File: config.mk
export PLATFORM = sky130hd
export DESIGN_NAME = muldiv_unit
export DESIGN_NICKNAME = d
export VERILOG_FILES = /design/src/rtl/muldiv_unit.sv
export SDC_FILE = /design/constraint.sdc
export NUM_CORES = 2
export LEC_CHECK = 0
export BUFFER_PORTS_ARGS = -buffer_cell sky130_fd_sc_hd__buf_4
export CAP_MARGIN = 25
export CORE_UTILIZATION = 61
export DETAILED_ROUTE_END_ITERATION = 8
export GPL_TIMING_DRIVEN = 0
export PLACE_DENSITY_LB_ADDON = 0.3
export SYNTH_ARGS = -nofsm -noshare
export SYNTH_HDL_FRONTEND = slang
export SYNTH_SLANG_ARGS = --single-unit
export TNS_END_PERCENT = 1
File: constraint.sdc
create_clock -name clk -period 8 [get_ports clk]
set_clock_uncertainty 0.05 [all_clocks]
set_input_delay 0 -clock clk [delete_from_list [all_inputs] [get_ports clk]]
set_output_delay 0 -clock clk [all_outputs]
set_load 0.01 [all_outputs]
File: src/rtl/muldiv_unit.sv
// Iterative RISC-V M-extension multiply/divide unit: single-cycle multiply stage,
// radix-2 restoring divider, valid/ready handshake on both sides.
module muldiv_unit #(
  parameter int unsigned XLEN      = 32,
  parameter bit          SIGN_FAST = 1'b1
) (
  input  logic            clk,
  input  logic            rst,
  input  logic            in_valid,
  output logic            in_ready,
  input  logic [2:0]      op,
  input  logic [XLEN-1:0] a,
  input  logic [XLEN-1:0] b,
  input  logic            flush,
  output logic            out_valid,
  input  logic            out_ready,
  output logic [XLEN-1:0] result
);

  localparam int unsigned CW = $clog2(XLEN);
  localparam logic [XLEN-1:0] MinNeg = {1'b1, {(XLEN-1){1'b0}}};

  typedef enum logic [1:0] {StIdle, StMul, StDiv, StDone} state_e;

  state_e          state_q, state_d;
  logic [2:0]      op_q, op_d;
  logic [XLEN-1:0] rem_q, rem_d;
  logic [XLEN-1:0] quo_q, quo_d;
  logic [XLEN-1:0] dvs_q, dvs_d;
  logic [CW-1:0]   cnt_q, cnt_d;
  logic            fin_q, fin_d;
  logic            qneg_q, qneg_d;
  logic            rneg_q, rneg_d;
  logic [XLEN-1:0] result_q, result_d;

  // Request decode, evaluated on the raw inputs for the accept edge.
  logic            in_signed_div, a_neg, b_neg, b_zero, ovf, special;
  logic [XLEN-1:0] a_mag, b_mag, fast_res;

  always_comb begin
    in_signed_div = op[2] & ~op[0];
    a_neg         = in_signed_div & a[XLEN-1];
    b_neg         = in_signed_div & b[XLEN-1];
    a_mag         = a_neg ? -a : a;
    b_mag         = b_neg ? -b : b;
    b_zero        = (b == '0);
    ovf           = in_signed_div & (a == MinNeg) & (b == '1);
    special       = b_zero | ovf;
    if (op[1]) fast_res = b_zero ? a : '0;
    else       fast_res = b_zero ? '1 : a;
  end

  // Multiply: operands live in quo_q (a) and dvs_q (b) while in StMul.
  logic                mul_sa, mul_sb;
  logic [2*XLEN-1:0]   mul_a_ext, mul_b_ext, prod;
  logic [XLEN-1:0]     mul_res;

  always_comb begin
    mul_sa    = (op_q == 3'd1) || (op_q == 3'd2);
    mul_sb    = (op_q == 3'd1);
    mul_a_ext = {{XLEN{mul_sa & quo_q[XLEN-1]}}, quo_q};
    mul_b_ext = {{XLEN{mul_sb & dvs_q[XLEN-1]}}, dvs_q};
    prod      = mul_a_ext * mul_b_ext;
    mul_res   = (op_q[1:0] == 2'b00) ? prod[XLEN-1:0] : prod[2*XLEN-1:XLEN];
  end

  // One restoring step; diff[XLEN] is the borrow (shifted < divisor).
  logic [XLEN:0]   shifted, diff;
  logic            ge;
  logic [XLEN-1:0] q_fin, r_fin;

  always_comb begin
    shifted = {rem_q, quo_q[XLEN-1]};
    diff    = shifted - {1'b0, dvs_q};
    ge      = ~diff[XLEN];
    q_fin   = qneg_q ? -quo_q : quo_q;
    r_fin   = rneg_q ? -rem_q : rem_q;
  end

  always_comb begin
    state_d  = state_q;
    op_d     = op_q;
    rem_d    = rem_q;
    quo_d    = quo_q;
    dvs_d    = dvs_q;
    cnt_d    = cnt_q;
    fin_d    = fin_q;
    qneg_d   = qneg_q;
    rneg_d   = rneg_q;
    result_d = result_q;

    unique case (state_q)
      StIdle: begin
        if (in_valid) begin
          op_d = op;
          if (!op[2]) begin
            quo_d   = a;
            dvs_d   = b;
            state_d = StMul;
          end else if (special && SIGN_FAST) begin
            result_d = fast_res;
            state_d  = StDone;
          end else begin
            rem_d   = '0;
            quo_d   = a_mag;
            dvs_d   = b_mag;
            cnt_d   = CW'(XLEN - 1);
            fin_d   = 1'b0;
            // Divide-by-zero keeps the all-ones quotient unsigned.
            qneg_d  = (a_neg ^ b_neg) & ~b_zero;
            rneg_d  = a_neg;
            state_d = StDiv;
          end
        end
      end
      StMul: begin
        result_d = mul_res;
        state_d  = StDone;
      end
      StDiv: begin
        if (fin_q) begin
          result_d = op_q[1] ? r_fin : q_fin;
          fin_d    = 1'b0;
          state_d  = StDone;
        end else begin
          rem_d = ge ? diff[XLEN-1:0] : shifted[XLEN-1:0];
          quo_d = {quo_q[XLEN-2:0], ge};
          if (cnt_q == '0) fin_d = 1'b1;
          else             cnt_d = cnt_q - 1'b1;
        end
      end
      StDone: begin
        if (out_ready) state_d = StIdle;
      end
      default: state_d = StIdle;
    endcase

    if (flush) begin
      state_d  = StIdle;
      fin_d    = 1'b0;
      cnt_d    = '0;
      result_d = '0;
    end
  end

  always_ff @(posedge clk or posedge rst) begin
    if (rst) begin
      state_q  <= StIdle;
      op_q     <= '0;
      rem_q    <= '0;
      quo_q    <= '0;
      dvs_q    <= '0;
      cnt_q    <= '0;
      fin_q    <= 1'b0;
      qneg_q   <= 1'b0;
      rneg_q   <= 1'b0;
      result_q <= '0;
    end else begin
      state_q  <= state_d;
      op_q     <= op_d;
      rem_q    <= rem_d;
      quo_q    <= quo_d;
      dvs_q    <= dvs_d;
      cnt_q    <= cnt_d;
      fin_q    <= fin_d;
      qneg_q   <= qneg_d;
      rneg_q   <= rneg_d;
      result_q <= result_d;
    end
  end

  assign in_ready  = (state_q == StIdle);
  assign out_valid = (state_q == StDone);
  assign result    = result_q;

endmodule
# Yosys cells after proc, flatten, opt, wreduce, memory -nomap -nowiden
# Cells that the tools add are included.
op_classes:
  muxes: 49
  addsub: 6
  n_bitwise: 14
  reduce_logical: 17
  multipliers: 1
  eq_ne: 21
op_table:
  columns: ["op", "count"]
  rows:
  - ["$mux W32", 25]
  - ["$neg A32 Y32", 4]
  - ["$pmux W32 S2", 2]
  - ["$pmux W32 S3", 1]
  - ["$eq A32 B32 Y1 const B", 2]
  - ["$mul A33 B33 Y64", 1]
  - ["$sub A33 B32 Y33", 1]
  - ["$logic_not A32 Y1", 1]
  - ["$mux W5", 6]
  - ["$ne A3 B3 Y1 const B", 5]
  - ["$reduce_and A4 Y1", 3]
  - ["$mux W2", 5]
  - ["$pmux W5 S2", 1]
  - ["$reduce_and A5 Y1", 2]
  - ["$and A1 B1 Y1", 8]
  - ["$ne A2 B2 Y1 const B", 4]
  - ["$pmux W2 S4", 1]
  - ["$mux W1", 7]
  - ["$ne A3 B1 Y1 const B", 2]
  - ["$ne A3 B2 Y1 const B", 2]
  - ["$reduce_and A3 Y1", 2]
  - ["$reduce_and A6 Y1", 1]
  - ["$logic_not A5 Y1", 1]
  - ["$sub A5 B1 Y5 const B", 1]
  - ["other kinds (15)", 20]
word_totals:
  wordCells: 118
  in_bits: 72
  out_inout_bits: 34
  reg_bits: 141

# Longest topological paths before layout
logic_depth:
  word_depth: 10
  depth_mapped: 33
  ltp_nobuf: 31

# Least setup slack after synthesis
# OpenSTA, ideal clock, no wires.
synth_timing:
  kind: "register to register"
  startpoint: "register op_q[1]"
  endpoint: "register result_q[28] (netlist: result[28])"
  t_required_ns: 7.809
  slack_ns: -0.766
  arrival_time_ns: 8.575
  path_stages_with_launch: 33
  n_path_buf: 2
  path_cell_list: "dfrtp_1 > clkbuf_1 > xnor2_1 > nor3_1 > nand2_1 > inv_1 > fa_1 > inv_1 > fa_1 > inv_1 > fa_1 > inv_1 > fa_1 > inv_1 > fa_1 > fa_1 > fa_1 > inv_1 > fa_1 > inv_1 > ha_1 > clkbuf_1 > a21oi_1 > o21bai_1 > a21oi_1 > o21ai_0 > a31o_2 > a2111oi_0 > nand2_1 > o31ai_1 > a211oi_1 > nand4_1 > a41oi_2"
synth_between:
  elab_chain_cells: 7
  word_cells_on_any_way: 12
  classes_between: "1 x mul; 2 x eq/ne; 5 x mux; 2 x bitwise; 2 x reduce/logical"
synth_lines:
  columns: ["item", "line", "rtl"]
  rows:
  - ["from (decl)", "26", "logic [2:0] op_q, op_d;"]
  - ["from (signal assigned)", "160", "op_q <= op_d;"]
  - ["$eq A3 B1 Y1 or $eq A3 B2 Y1 (tied branches)", "59, 60", null]
  - ["$logic_or A1 B1 Y1", "59", "mul_sa = (op_q == 3'd1) || (op_q == 3'd2);"]
  - ["$and A1 B1 Y1", "61", "mul_a_ext = {{XLEN{mul_sa & quo_q[XLEN-1]}}, quo_q};"]
  - ["$mul A33 B33 Y64", "63", "prod = mul_a_ext * mul_b_ext;"]
  - ["$mux W32", "64", "mul_res = (op_q[1:0] == 2'b00) ? prod[XLEN-1:0] : prod[2*XLEN-1:XLEN];"]
  - ["$pmux W32 S3 (*)", "92", "unique case (state_q)"]
  - ["$mux W32 (*)", "138", "if (flush) begin"]
  - ["to (signal assigned)", "168", "result_q <= result_d;"]
  - ["to (decl)", "34", "logic [XLEN-1:0] result_q, result_d;"]
# Mark *: on every way between the ends. The rest lies on a longest branch, timed or not. The select of a mux whose other input is x is not followed.
# A chain may end at the register's enable or synchronous reset.

# Worst setup path after layout
# Same ends and word-level chain as after synthesis.

==> results.rst <==
.. list-table::
   :header-rows: 1

   * - Metric
     - Value
   * - CTS tree
     - built
   * - Final weighted congestion in routability-driven placement
     - ~1.1
   * - Violated checks
     - DRC, setup timing
   * - Violation count after the first detailed-routing iteration
     - between 5k and 6k
   * - Number of distinct library cells after synthesis
     - slightly above 80
   * - First-pass GRT wire length
     - slightly above 300000 um
   * - Status
     - finished with violations
   * - Commonest non-fill, non-tap cells in the layout
     - inv_1, fa_1, nand2_1, and2_1, ha_1
   * - Antenna Violating Nets Remaining
     - 0
   * - Portion of the post-synthesis area used by sequential elements
     - under 10%
   * - Aggregate routed wire length
     - roughly 220000 um
   * - Path category of the worst min-delay check
     - in2reg
   * - Cell type with the highest aggregate area in the netlist
     - fa_1
   * - Number of clock sinks
     - approximately 140
   * - Warnings from Yosys
     - 0
   * - Number of port buffers
     - 105
   * - Synth Cell Area
     - between 40000 and 50000 um2
   * - Startpoint types
     - flip-flop
   * - Unrepaired setup endpoints after global routing
     - true
   * - Placement Cell Area
     - ~52000 um2
   * - Top cell family by delay on the critical path
     - adder cells
   * - Largest driver fanout on the critical path
     - 8
   * - Number of global-route vias before repair
     - between 40k and 50k
   * - Cells after synthesis
     - 5842
   * - Die height
     - between 200 and 300 um
   * - DRC violations left
     - 4
   * - Pin count of the biggest net entering global routing
     - 84
   * - Commonest non-fill, non-tap cell in the layout
     - inv_1
   * - Starting density of the core
     - between 60% and 70%
   * - Dpl cells
     - between 7k and 8k
   * - Clock root buffer master
     - clkbuf_16
   * - Pin slew with the least headroom to its limit
     - approximately 1100 ps
   * - Overflow after GRT
     - 0
   * - Met3 Routed Length
     - between 30000 and 40000 um
   * - Worst slew margin relative to its limit
     - a little over a quarter
   * - Final cell utilization of the core
     - 69.0%
   * - Count of max-cap constraint violations
     - 0
   * - Final routed wire length divided by cell count
     - around 30 um
   * - Number of buffers on the longest clock path
     - 2
   * - Maximum frequency from static timing analysis
     - 112 MHz
   * - Relative area change from synthesis to final layout
     - 11.9%
   * - Final count of negative-setup-slack endpoints
     - 32
   * - DIE WIDTH
     - 288 um
   * - Layout cells sized above 1
     - between 10% and 20%
   * - Insertion delay of the later-clocked pin in the worst-skew pair
     - 470 ps
   * - Share of flip-flops with an asynchronous set or reset after synthesis
     - 100%
   * - Number of rows created at floorplan
     - 104
   * - Most frequent cell on the critical path
     - fa_1
   * - Required time worst endpoint
     - approximately 8300 ps
   * - Die area
     - 82800 um2
   * - Cells taking the most area after synthesis
     - fa_1, inv_1, nand2_1
   * - Minimum clock period
     - between 8000 and 9000 ps
   * - Endpoint type of the worst setup path
     - flip-flop
   * - Post-synth top area share
     - a little under half
   * - Vias per inst
     - ~6.3
   * - Count of final max-slew check failures
     - 0
   * - Cell Count, Final, Fillers Out
     - 7170
   * - Final cycle utilization of the critical path
     - 112%
   * - Main flop type after synthesis
     - dfrtp_1
   * - Floorplan core area
     - around 81000 um2
   * - Flops & latches, synth
     - 141
   * - Post-route standard cell area excluding fillers
     - about 56000 um2
   * - Initial antenna violation count
     - 21
   * - Number of fill cells in the layout
     - 6498
   * - Worst-case setup margin in the final layout
     - -930 ps
   * - Number of nets produced by synthesis
     - ~7.3k
   * - Count of nets after finishing
     - approximately 7.5k
   * - # IOs
     - 106
   * - Number of enable flip-flop cells after synthesis
     - 0
   * - Met2 wire length
     - around 90000 um
   * - Critical-path top delay cell
     - fa_2
   * - Sum of routed wire segments on met1
     - about 74000 um
   * - Clock transition at the register clock pins on the worst setup and hold paths after CTS
     - roughly 70 ps
   * - Num CTS Buffers
     - 17
   * - Critical Path AT
     - 9250 ps
   * - Total number of vias
     - approximately 45k
   * - Post-place setup slack
     - -2840 ps
   * - Total track usage
     - about 53%
   * - Syn_area_per_cell
     - 8.52 um2
   * - Final count of hold timing violations
     - 0
   * - First-pass DRT Iterations
     - 9
   * - Top routing layer in use
     - met5
   * - Estimated wirelength of the detail-placed design
     - approximately 180000 um
   * - Delay of the slowest critical-path stage
     - 670 ps
   * - Critical path buffers and inverters
     - 10
   * - Number of levels the H-tree was split into
     - 4
   * - Critical path class
     - reg2reg
[what timing repair did]
item	in CTS	in global routing
setup endpoints to repair	32	32
pin swaps	62	33
hold endpoints to repair	115	0
buffers inserted	70	14
cloned	0	0
gates resized for setup	489	68
hold buffers	56	0
[cell type report]
type | instances | area (um2) | share of cell area (%)
Timing Repair Buffer | 273 | 2510 | 4.50
Clock buffer | 22 | 494 | 0.887
Tap cell | 1060 | 1330 | 2.38
Clock inverter | 9 | 109 | 0.195
Sequential cell | 141 | 3600 | 6.46
Antenna cell | 12 | 30.0 | 0.0539
Multi-Input combinational cell | 4103 | 41200 | 74.0
Inverter | 1241 | 4680 | 8.40
Buffer | 309 | 1730 | 3.10
[state kept, by name (all words and copies together), names as in the netlist]
register,flops
cnt_q,5
dvs_q,32
fin_q,1
op_q,3
qneg_q,1
quo_q,32
rem_q,32
result,32
rneg_q,1
state_q,2
[worst register-to-register path, delay by kind of cell (launching register included)]
kind,cells,cell delay (ps)
AOI/OAI and AO/OA,6,1160
xor gates and xnor gates,1,180
adders and majority gates,9,4430
buffers and inverters,10,1330
DFF,1,370
and+or+nand+nor,7,1280
[per-layer routing]
metal	up-vias	global-route usage, %
met3	1024	18.4
li1	18161	-
met4	20	41.5
met5	-	0
met1	22662	66.5
met2	3531	75.9
[path summary, 6_finish.rpt]
kind                                              from  slack, ps  cells past startpoint                endpoint
worst max-delay path               op_q[1]$_DFFE_PP0P_       -930                     33  result[28]$_DFFE_PP0P_
worst min-delay path                             a[23]         30                      5  result[23]$_DFFE_PP0P_
worst max register to register     op_q[1]$_DFFE_PP0P_       -930                     33  result[28]$_DFFE_PP0P_
worst min register to register  result[22]$_DFFE_PP0P_        440                      1  result[22]$_DFFE_PP0P_
max in group asynchronous                          rst       6850                      4   quo_q[13]$_DFFE_PP0P_
min in group asynchronous                          rst        120                      3  result[11]$_DFFE_PP0P_
[cell families after synthesis]
family / synth area share [%]
fa+ha+maj: 51.7
mux: 0.309
simple gates: 15.9
compound gates: 9.26
xor+xnor: 3.64
flops: 7.09
buf+inv: 12.1
[synthesized netlist by cell type (40+ instances only)]
cell,number
a21o_1,56
a21oi_1,221
and2_1,263
buf_1,54
clkbuf_1,297
dfrtp_1,141
fa_1,1126
ha_1,256
inv_1,1239
nand2_1,1008
nand3_1,51
nor2_1,237
o21ai_0,198
o31ai_1,40
xnor2_1,120
xor2_1,87
[metrics by stage]
step	hold WS (ps)	setup TNS (ps)
5_1_grt	45.5	-24270
3_3_place_gp	217	-77720
6_report	29.9	-21850
2_1_floorplan	88.5	-515
3_5_place_dp	48.5	-70850
4_1_cts	8.43	-15190
Power is not shown: default switching activity piles up to over one toggle a cycle in this logic, so the estimate is an artifact.
